File: src/rtl/lcd_write_sequencer.sv
// HD44780 8-bit write sequencer: power-on init ROM, then application writes
// turned into timed RS/E/DB bus cycles, each followed by the execution delay.
module lcd_write_sequencer #(
  parameter int unsigned CLK_FREQ  = 125_000_000,
  parameter int unsigned AS_CYC    = 32'((64'd60       * 64'(CLK_FREQ) + 64'd999_999_999) / 64'd1_000_000_000),
  parameter int unsigned PW_CYC    = 32'((64'd450      * 64'(CLK_FREQ) + 64'd999_999_999) / 64'd1_000_000_000),
  parameter int unsigned HOLD_CYC  = 32'((64'd20       * 64'(CLK_FREQ) + 64'd999_999_999) / 64'd1_000_000_000),
  parameter int unsigned EXEC_CYC  = 32'((64'd40000    * 64'(CLK_FREQ) + 64'd999_999_999) / 64'd1_000_000_000),
  parameter int unsigned CLEAR_CYC = 32'((64'd1640000  * 64'(CLK_FREQ) + 64'd999_999_999) / 64'd1_000_000_000),
  parameter int unsigned PWRUP_CYC = 32'((64'd15000000 * 64'(CLK_FREQ) + 64'd999_999_999) / 64'd1_000_000_000),
  parameter int unsigned INIT1_CYC = 32'((64'd4100000  * 64'(CLK_FREQ) + 64'd999_999_999) / 64'd1_000_000_000),
  parameter int unsigned INIT2_CYC = 32'((64'd100000   * 64'(CLK_FREQ) + 64'd999_999_999) / 64'd1_000_000_000)
) (
  input  logic       clk_i,
  input  logic       rst_ni,
  input  logic       wr_valid_i,
  input  logic       wr_rs_i,
  input  logic [7:0] wr_data_i,
  output logic       wr_ready_o,
  output logic       init_done_o,
  output logic       busy_o,
  output logic       lcd_rs_o,
  output logic       lcd_rw_o,
  output logic       lcd_e_o,
  output logic [7:0] lcd_db_o,
  output logic [2:0] dbg_state_o
);

  // A zero-length phase is stretched to one cycle.
  localparam int unsigned AS_L    = (AS_CYC    == 0) ? 1 : AS_CYC;
  localparam int unsigned PW_L    = (PW_CYC    == 0) ? 1 : PW_CYC;
  localparam int unsigned HOLD_L  = (HOLD_CYC  == 0) ? 1 : HOLD_CYC;
  localparam int unsigned EXEC_L  = (EXEC_CYC  == 0) ? 1 : EXEC_CYC;
  localparam int unsigned CLEAR_L = (CLEAR_CYC == 0) ? 1 : CLEAR_CYC;
  localparam int unsigned PWRUP_L = (PWRUP_CYC == 0) ? 1 : PWRUP_CYC;
  localparam int unsigned INIT1_L = (INIT1_CYC == 0) ? 1 : INIT1_CYC;
  localparam int unsigned INIT2_L = (INIT2_CYC == 0) ? 1 : INIT2_CYC;

  localparam int unsigned M0 = (AS_L > PW_L) ? AS_L : PW_L;
  localparam int unsigned M1 = (M0 > HOLD_L) ? M0 : HOLD_L;
  localparam int unsigned M2 = (M1 > EXEC_L) ? M1 : EXEC_L;
  localparam int unsigned M3 = (M2 > CLEAR_L) ? M2 : CLEAR_L;
  localparam int unsigned M4 = (M3 > PWRUP_L) ? M3 : PWRUP_L;
  localparam int unsigned M5 = (M4 > INIT1_L) ? M4 : INIT1_L;
  localparam int unsigned MAX_L = (M5 > INIT2_L) ? M5 : INIT2_L;
  localparam int CW = (MAX_L > 1) ? $clog2(MAX_L) : 1;

  localparam logic [CW-1:0] AS_LD    = CW'(AS_L - 1);
  localparam logic [CW-1:0] PW_LD    = CW'(PW_L - 1);
  localparam logic [CW-1:0] HOLD_LD  = CW'(HOLD_L - 1);
  localparam logic [CW-1:0] EXEC_LD  = CW'(EXEC_L - 1);
  localparam logic [CW-1:0] CLEAR_LD = CW'(CLEAR_L - 1);
  localparam logic [CW-1:0] PWRUP_LD = CW'(PWRUP_L - 1);
  localparam logic [CW-1:0] INIT1_LD = CW'(INIT1_L - 1);
  localparam logic [CW-1:0] INIT2_LD = CW'(INIT2_L - 1);

  typedef enum logic [2:0] {
    S_PWRUP = 3'd0,
    S_SETUP = 3'd1,
    S_PULSE = 3'd2,
    S_HOLD  = 3'd3,
    S_WAIT  = 3'd4,
    S_IDLE  = 3'd5
  } state_t;

  function automatic logic [7:0] rom_db(input logic [2:0] idx);
    case (idx)
      3'd0, 3'd1, 3'd2: rom_db = 8'h30;
      3'd3:             rom_db = 8'h38;
      3'd4:             rom_db = 8'h08;
      3'd5:             rom_db = 8'h01;
      3'd6:             rom_db = 8'h06;
      default:          rom_db = 8'h0C;
    endcase
  endfunction

  function automatic logic [CW-1:0] rom_wait(input logic [2:0] idx);
    case (idx)
      3'd0:    rom_wait = INIT1_LD;
      3'd1:    rom_wait = INIT2_LD;
      3'd5:    rom_wait = CLEAR_LD;
      default: rom_wait = EXEC_LD;
    endcase
  endfunction

  state_t        r_state;
  logic [CW-1:0] r_cnt;
  logic [CW-1:0] r_delay;
  logic [2:0]    r_idx;
  logic          r_init_done;
  logic          r_ready;
  logic          r_busy;
  logic          r_e;
  logic          r_rs;
  logic [7:0]    r_db;

  // Handshake: a write transfers on a rising edge where wr_valid_i and
  // wr_ready_o are both 1; ready is only high in IDLE after init and drops
  // the cycle after the transfer until the post-write wait has expired.
  // Requests seen while ready is low are not stored.
  always_ff @(posedge clk_i or negedge rst_ni) begin
    if (!rst_ni) begin
      r_state     <= S_PWRUP;
      r_cnt       <= PWRUP_LD;
      r_delay     <= '0;
      r_idx       <= 3'd0;
      r_init_done <= 1'b0;
      r_ready     <= 1'b0;
      r_busy      <= 1'b1;
      r_e         <= 1'b0;
      r_rs        <= 1'b0;
      r_db        <= 8'h00;
    end else if (r_state != S_IDLE && r_cnt != '0) begin
      r_cnt <= r_cnt - CW'(1);
    end else begin
      case (r_state)
        S_PWRUP: begin
          r_state <= S_SETUP;
          r_cnt   <= AS_LD;
          r_idx   <= 3'd0;
          r_rs    <= 1'b0;
          r_db    <= rom_db(3'd0);
          r_delay <= rom_wait(3'd0);
        end
        S_SETUP: begin
          r_state <= S_PULSE;
          r_cnt   <= PW_LD;
          r_e     <= 1'b1;
        end
        S_PULSE: begin
          r_state <= S_HOLD;
          r_cnt   <= HOLD_LD;
          r_e     <= 1'b0;
        end
        S_HOLD: begin
          r_state <= S_WAIT;
          r_cnt   <= r_delay;
        end
        S_WAIT: begin
          if (!r_init_done && r_idx != 3'd7) begin
            r_state <= S_SETUP;
            r_cnt   <= AS_LD;
            r_idx   <= r_idx + 3'd1;
            r_db    <= rom_db(r_idx + 3'd1);
            r_delay <= rom_wait(r_idx + 3'd1);
          end else begin
            r_state     <= S_IDLE;
            r_init_done <= 1'b1;
            r_ready     <= 1'b1;
            r_busy      <= 1'b0;
          end
        end
        S_IDLE: begin
          if (wr_valid_i && r_ready) begin
            r_state <= S_SETUP;
            r_cnt   <= AS_LD;
            r_rs    <= wr_rs_i;
            r_db    <= wr_data_i;
            // Clear display and return home need the long execution time.
            r_delay <= (!wr_rs_i && wr_data_i[7:2] == 6'd0) ? CLEAR_LD : EXEC_LD;
            r_ready <= 1'b0;
            r_busy  <= 1'b1;
          end
        end
        default: begin
          r_state <= S_PWRUP;
          r_cnt   <= PWRUP_LD;
        end
      endcase
    end
  end

  assign wr_ready_o  = r_ready;
  assign init_done_o = r_init_done;
  assign busy_o      = r_busy;
  assign lcd_rs_o    = r_rs;
  assign lcd_rw_o    = 1'b0;
  assign lcd_e_o     = r_e;
  assign lcd_db_o    = r_db;
  assign dbg_state_o = r_state;

endmodule

File: config.mk
export PLATFORM = sky130hd
export DESIGN_NAME = lcd_write_sequencer
export DESIGN_NICKNAME = d
export VERILOG_FILES = /design/src/rtl/lcd_write_sequencer.sv
export SDC_FILE = /design/constraint.sdc
export NUM_CORES = 1
export LEC_CHECK = 0
export CAP_MARGIN = 0
export CORE_UTILIZATION = 55
export DETAILED_ROUTE_END_ITERATION = 10
export PLACE_DENSITY = 0.88
export SLEW_MARGIN = 40
export SYNTH_ARGS = -nofsm -noshare
export SYNTH_HDL_FRONTEND = slang
export SYNTH_SLANG_ARGS = --single-unit
File: constraint.sdc
create_clock -name clk_i -period 3 [get_ports clk_i]
set_input_delay 0.6 -clock clk_i [delete_from_list [all_inputs] [get_ports clk_i]]
set_output_delay 0.6 -clock clk_i [all_outputs]
set_load 0.03 [all_outputs]
==> impl_metrics.py, run 1 <==
metrics = {
    "synth": {
        "synth_area_leaders": "dfrtp_1, dfstp_2, a21oi_1",
        "synth_top_area_share_pct": 30.7,
        "syn_inst": 346,
        "synth_top_flop_cell": "dfrtp_1",
        "synth_edf_count": 0,
        "synth_area_mm2": 0.00302,
        "syn-num-nets": 365,
        "synth-seq-cells": 50,
        "synth-warning-count": 0,
        "synth.avg_cell_area_um2": 8.73,
        "synth_area_leader_cell": "dfrtp_1",
        "ys_async_sr_fraction_pct": 100,
        "seq_area_frac_synth_pct": 42.0,
        "synth_cell_type_count": 62,
    },
    "power_and_ir_drop": {
        "swShare_pct": 23.0,
        "pwr-share-comb_pct": 3.1,
        "seq_power_share_pct": 60.9,
        "switchingPower_uw": 254,
        "cellLeakagePower_uw": 0.00139,
        "pwr-share-clk_pct": 36.0,
        "power.density_mw_per_mm2": 321,
        "p_total_uw": 1110,
        "p_int_uw": 853,
        "ir_drop_mv": 0.263,
    },
    "worst_setup_path": {
        "path_max_fanout": 12,
        "cp-start-kind": "register",
        "reg2reg_depth": 8,
        "r2r_slack_ns": 0.41,
        "endpoint": "lcd_db_o[2]",
        "worstSetupPathType": "reg2reg",
        "path_common_cell": "ha_1",
        "worstSetupStartpoint": "r_idx[1]",
        "arrival_ns": 2.79,
        "r2r_end": "lcd_db_o[2]",
        "critPathCaptureType": "register",
        "timing.rr.start": "r_idx[1]",
        "max_stage_delay_ns": 0.45,
        "critPathRequiredTime_ns": 3.20,
        "crit_chain": "ha_1 > ha_1 > or2_2 > a21oi_1 > nand3_2 > a21o_1 > a221oi_1 > nor2_1",
        "cp_slowest_cell": "dfrtp_1",
    },
    "clocking": {
        "ctsHoldBuffers": 0,
        "cts-root-buf": "clkbuf_8",
        "clk_path_buf_depth": 2,
        "h-tree-depth": 2,
        "post-cts-setup-buffers": 0,
        "cts_sinks": 50,
        "cts.reportedPaths.clkPinSlew_ns": 0.10,
        "numCtsBuffers": 5,
        "cts-resized-gates": 0,
        "cts_tree": "done",
        "insertion_delay_ns": 0.31,
    },
    "cells_and_area": {
        "antenna_cells": 0,
        "multiInputGateArea_mm2": 0.00165,
        "nets": 392,
        "ff_latch_area_mm2": 0.00127,
        "areaGrowthSynthToFinish_pct": 14.4,
        "stdcell_count": 444,
        "fillers": 431,
        "layout_common_cells": "nor2_1, dfrtp_1, nand2_1",
        "drive_gt1_share_pct": 11.5,
    },
    "floorplanning": {
        "die_w_um": 76.1,
        "placementRows": 26,
        "die_h_um": 76.1,
        "core_area_mm2": 0.00520,
        "num_io_pins": 29,
        "start_util_pct": 58.0,
        "fp.dieArea_mm2": 0.00579,
    },
    "grt": {
        "grt_max_degree": 30,
        "grt_first_pass_wirelength_um": 12800,
        "grt_pass1_vias": 2673,
        "track_usage_pct": 27.6,
        "antenna_found_initial": 0,
        "grt-ovfl-total": 0,
    },
    "timing": {
        "worst_pin_slew_ns": 0.515,
        "rsz0062_at_grt": "no",
        "skew_ns": 0.00994,
        "fin_crit_sh_pct": 86.5,
        "clock.fmax_mhz": 385,
        "period_minus_slack_ns": 2.59,
        "final-max-slew-violation-count": 0,
        "final-hold-violation-count": 0,
        "slew_headroom_pct": 65.6,
        "setup_violations": 0,
        "tns_ns": 0,
        "holdWs_ns": 0.242,
    },
    "status": {
        "status": "complete, no violations",
    },
    "placed_design": {
        "port_buffers": 27,
        "numPlacedInstances": 436,
        "dpl.hpwl_um": 5520,
        "place.gp.congestion": 0.938,
    },
    "min_path": {
        "min_path_type": "in2async",
    },
    "route": {
        "drc": 0,
        "vias": 2792,
        "wire_per_inst_um": 17.0,
        "drt_pass1_iterations": 5,
        "ant_nets": 0,
        "routed_wl_um": 7570,
        "drt_iter0_drc": 230,
        "viasPerCell": 6.29,
    },
    "flow_run": {
        "maxCapViolations": 0,
    },
}
## synthesized netlist by cell type, drive strengths merged, types with 6 or more instances
master and count:
dfrtp 37, clkbuf 7, ha 7, buf 8, o22a 6, nor2 37, a22o 8, o21ai 28
dfstp 13, or3 6, nor3 22, nand2 34, inv 10, a21oi 30, o21a 10, nand3 8
## sequential cells by signal (all words and copies together), names as in the netlist
register / cells
r_delay: 10
lcd_db_o: 8
dbg_state_o: 3
lcd_e_o: 1
r_cnt: 21
r_idx: 3
lcd_rs_o: 1
wr_ready_o: 1
busy_o: 1
init_done_o: 1
## per-layer routing
metal	up-vias	GRT usage [%]	wire, um
li1	1330	-	-
met1	1320	37.5	3270
met2	125	44.3	3700
met3	17	5.03	463
met4	0	10.0	136
met5	-	0	0
## critical path, delay by kind of cell, from the launching register on
kind                       cells  cell delay, ns
AOI/OAI and AO/OA              3            0.90
and+or+nand+nor                3            0.57
adders and majority gates      2            0.56
DFF                            1            0.45
## kinds of logic after synthesis
group | count (synthesis) | synth area share [%]
and+or+nand+nor | 140 | 23.4
adders and majority gates | 7 | 2.90
xor gates and xnor gates | 2 | 0.580
buffers and inverters | 25 | 3.73
DFF | 50 | 42.0
muxes | 3 | 1.08
other | 1 | 0.124
AOI/OAI and AO/OA | 118 | 26.2
## area by class of cell
| cell class | count | share of cell area, % |
|---|---|---|
| Multi-Input combinational cell | 271 | 47.7 |
| Sequential cell | 50 | 36.7 |
| Timing Repair Buffer | 35 | 9.42 |
| Tap cell | 70 | 2.54 |
| Clock buffer | 6 | 2.10 |
| Inverter | 10 | 1.09 |
| Clock inverter | 2 | 0.435 |
## per-stage QoR
step	setup WS, ns	utilization, %	instance area, um2
floorplan	0.673	-	3020
global placement	0.380	64.5	3360
detailed placement	0.265	64.5	3360
CTS	0.250	66.2	3440
global route	0.230	66.3	3450
finish	0.406	66.3	3450
## worst min path at each step
stage / startpoint / end / slack [ns] / depth (start not counted)
finish: rst_ni / r_cnt[6] / 0.24 / 1
global route: rst_ni / r_cnt[3] / 0.28 / 1
CTS: rst_ni / r_cnt[3] / 0.27 / 1
detailed placement: r_delay[12] / r_delay[12] / 0.48 / 2
global placement: r_delay[6] / r_delay[6] / 0.47 / 1
floorplan: rst_ni / dbg_state_o[0] / 0.30 / 0
## power groups by stage
stage | Combinational [uW] | Sequential (uW) | Clock [uW]
final | 33.9 | 675 | 399
after global routing | 38.0 | 675 | 427
after CTS | 34.7 | 675 | 398
after detailed placement | 34.5 | 687 | 0
after global placement | 33.7 | 687 | 0
after floorplan | 4.21 | 687 | 0
Power figures use the tool's default switching activity.
==> run 2, diff against run 1 <==
- CELL_PAD_IN_SITES_DETAIL_PLACEMENT: unset -> 1
- CELL_PAD_IN_SITES_GLOBAL_PLACEMENT: unset -> 2
- CORE_UTILIZATION: 55 -> 35
- PLACE_DENSITY: 0.88 -> 0.9
==> run 2 against run 1 <==
Effect of this change:
- worst hold slack got worse by 0.083 ns
- highest routed layer unchanged
- non-clock buffer count up 1
- critical endpoint is now lcd_db_o[3]
- power is 5.0% higher
- largest power group unchanged
==> impl_metrics.py, run 2 (synthesized netlist as in run 1, its figures left out) <==
metrics = {
    "cells_and_area": {
        "layout_common_cells": "nor2_1, dfrtp_1, nand2_1",
        "drive_gt1_share_pct": 12.0,
        "ff_latch_area_mm2": 0.00127,
        "largest_reg_flops": 21,
        "multiInputGateArea_mm2": 0.00164,
        "largest_register": "r_cnt",
        "antenna_cells": 0,
        "finalInstanceArea_mm2": 0.00351,
        "nets": 393,
        "fillers": 973,
        "areaGrowthSynthToFinish_pct": 16.4,
    },
    "timing": {
        "clock.fmax_mhz": 383,
        "worst_pin_slew_ns": 0.568,
        "skew_ns": 0.00696,
        "rsz0062_at_grt": "no",
        "fin_crit_sh_pct": 87.1,
        "final-hold-violation-count": 0,
        "holdWs_ns": 0.159,
        "slew_headroom_pct": 61.1,
        "setup_violations": 0,
        "period_minus_slack_ns": 2.61,
        "final-max-slew-violation-count": 0,
        "tns_ns": 0,
    },
    "route": {
        "ant_nets": 0,
        "drt_iter0_drc": 158,
        "vias": 2851,
        "drt_pass1_iterations": 4,
        "viasPerCell": 5.94,
        "drc": 0,
        "routed_wl_um": 9070,
        "wire_per_inst_um": 18.9,
    },
    "clocking": {
        "clk_path_buf_depth": 2,
        "numCtsBuffers": 5,
        "cts_sinks": 50,
        "cts.reportedPaths.clkPinSlew_ns": 0.10,
        "cts-resized-gates": 0,
        "ctsHoldBuffers": 0,
        "post-cts-setup-buffers": 0,
        "cts_tree": "done",
        "cts-root-buf": "clkbuf_8",
        "h-tree-depth": 2,
        "insertion_delay_ns": 0.31,
    },
    "worst_setup_path": {
        "critPathRequiredTime_ns": 3.20,
        "worstSetupPathType": "reg2reg",
        "critPathCaptureType": "register",
        "path_max_fanout": 12,
        "arrival_ns": 2.81,
        "cp-start-kind": "register",
    },
    "floorplanning": {
        "num_io_pins": 29,
        "die_w_um": 94.9,
        "die_h_um": 94.9,
        "core_area_mm2": 0.00830,
        "fp.dieArea_mm2": 0.00900,
        "start_util_pct": 36.4,
        "placementRows": 33,
    },
    "power_and_ir_drop": {
        "p_total_uw": 1160,
        "pwr-share-clk_pct": 39.0,
        "seq_power_share_pct": 58.1,
        "ir_drop_mv": 0.147,
        "p_int_uw": 900,
        "switchingPower_uw": 262,
        "power.density_mw_per_mm2": 331,
        "pwr-share-comb_pct": 3.0,
        "cellLeakagePower_uw": 0.00141,
        "swShare_pct": 22.6,
    },
    "placed_design": {
        "place.gp.congestion": 0.864,
        "placed_area_mm2": 0.00341,
        "port_buffers": 27,
        "dpl.hpwl_um": 6760,
    },
    "grt": {
        "grt-ovfl-total": 0,
        "grt_pass1_vias": 2892,
        "grt_first_pass_wirelength_um": 15400,
        "track_usage_pct": 22.2,
        "antenna_found_initial": 0,
        "grt_max_degree": 40,
    },
    "min_path": {
        "min_path_type": "in2async",
    },
    "status": {
        "status": "complete, no violations",
    },
    "flow_run": {
        "maxCapViolations": 0,
    },
}
[run 2: cell type report]
| cell class | count | area share, % |
|---|---|---|
| clock buffers | 7 | 2.74 |
| inverters | 10 | 1.07 |
| flip-flops and latches | 50 | 36.1 |
| multi-input cells | 271 | 46.7 |
| repair buffers | 36 | 9.47 |
| well taps | 105 | 3.74 |
| clock inverters | 1 | 0.249 |
[run 2: worst paths after layout]
check / from / endpoint / slack [ns] / cells after the start
setup reg to reg: r_idx[0] / lcd_db_o[3] / 0.39 / 8
hold reg to reg: r_delay[6] / r_delay[6] / 0.49 / 1
setup / recovery: r_idx[0] / lcd_db_o[3] / 0.39 / 8
max in group asynchronous: rst_ni / r_cnt[0] / 2.00 / 2
min in group clk_i: r_delay[6] / r_delay[6] / 0.49 / 1
hold / removal: rst_ni / r_cnt[17] / 0.16 / 1
[run 2: metrics by stage]
step,worst slack (ns),util [%],instances
finish,0.387,42.3,480
global route,0.225,42.3,480
floorplan,0.673,-,346
detailed placement,0.416,41.1,472
global placement,0.445,41.1,472
CTS,0.390,42.3,480
[run 2: metal layers]
layer	global-route usage (%)	share of wire (%)	wire [um]
met5	0	0	0
met4	7.83	3.0	271
met3	2.82	2.5	229
met2	36.1	47	4280
met1	30.3	47	4290
[run 2: power groups by stage]
| stage | clock (uW) | combinational, uW | sequential [uW] |
|---|---|---|---|
| 6_report | 453 | 34.4 | 675 |
| 5_1_grt | 484 | 38.7 | 675 |
| 4_1_cts | 464 | 35.6 | 675 |
| 3_5_place_dp | 0 | 35.6 | 687 |
| 3_3_place_gp | 0 | 35.0 | 687 |
| 2_1_floorplan | 0 | 4.21 | 687 |
[run 2: critical path, cell delays in order, from the launching register on]
cell      delay (ns)
dfrtp_1         0.44
ha_1            0.27
ha_1            0.32
or2_2           0.38
a21oi_1         0.27
nand3_2         0.13
a21o_1          0.35
a221oi_1        0.28
nor2_1          0.06
==> run 3, diff against run 2 <==
- SKIP_LAST_GASP: unset -> 1
==> results of run 3 <==
Same layout as run 2: the final DEF is identical, and so are final timing and power.
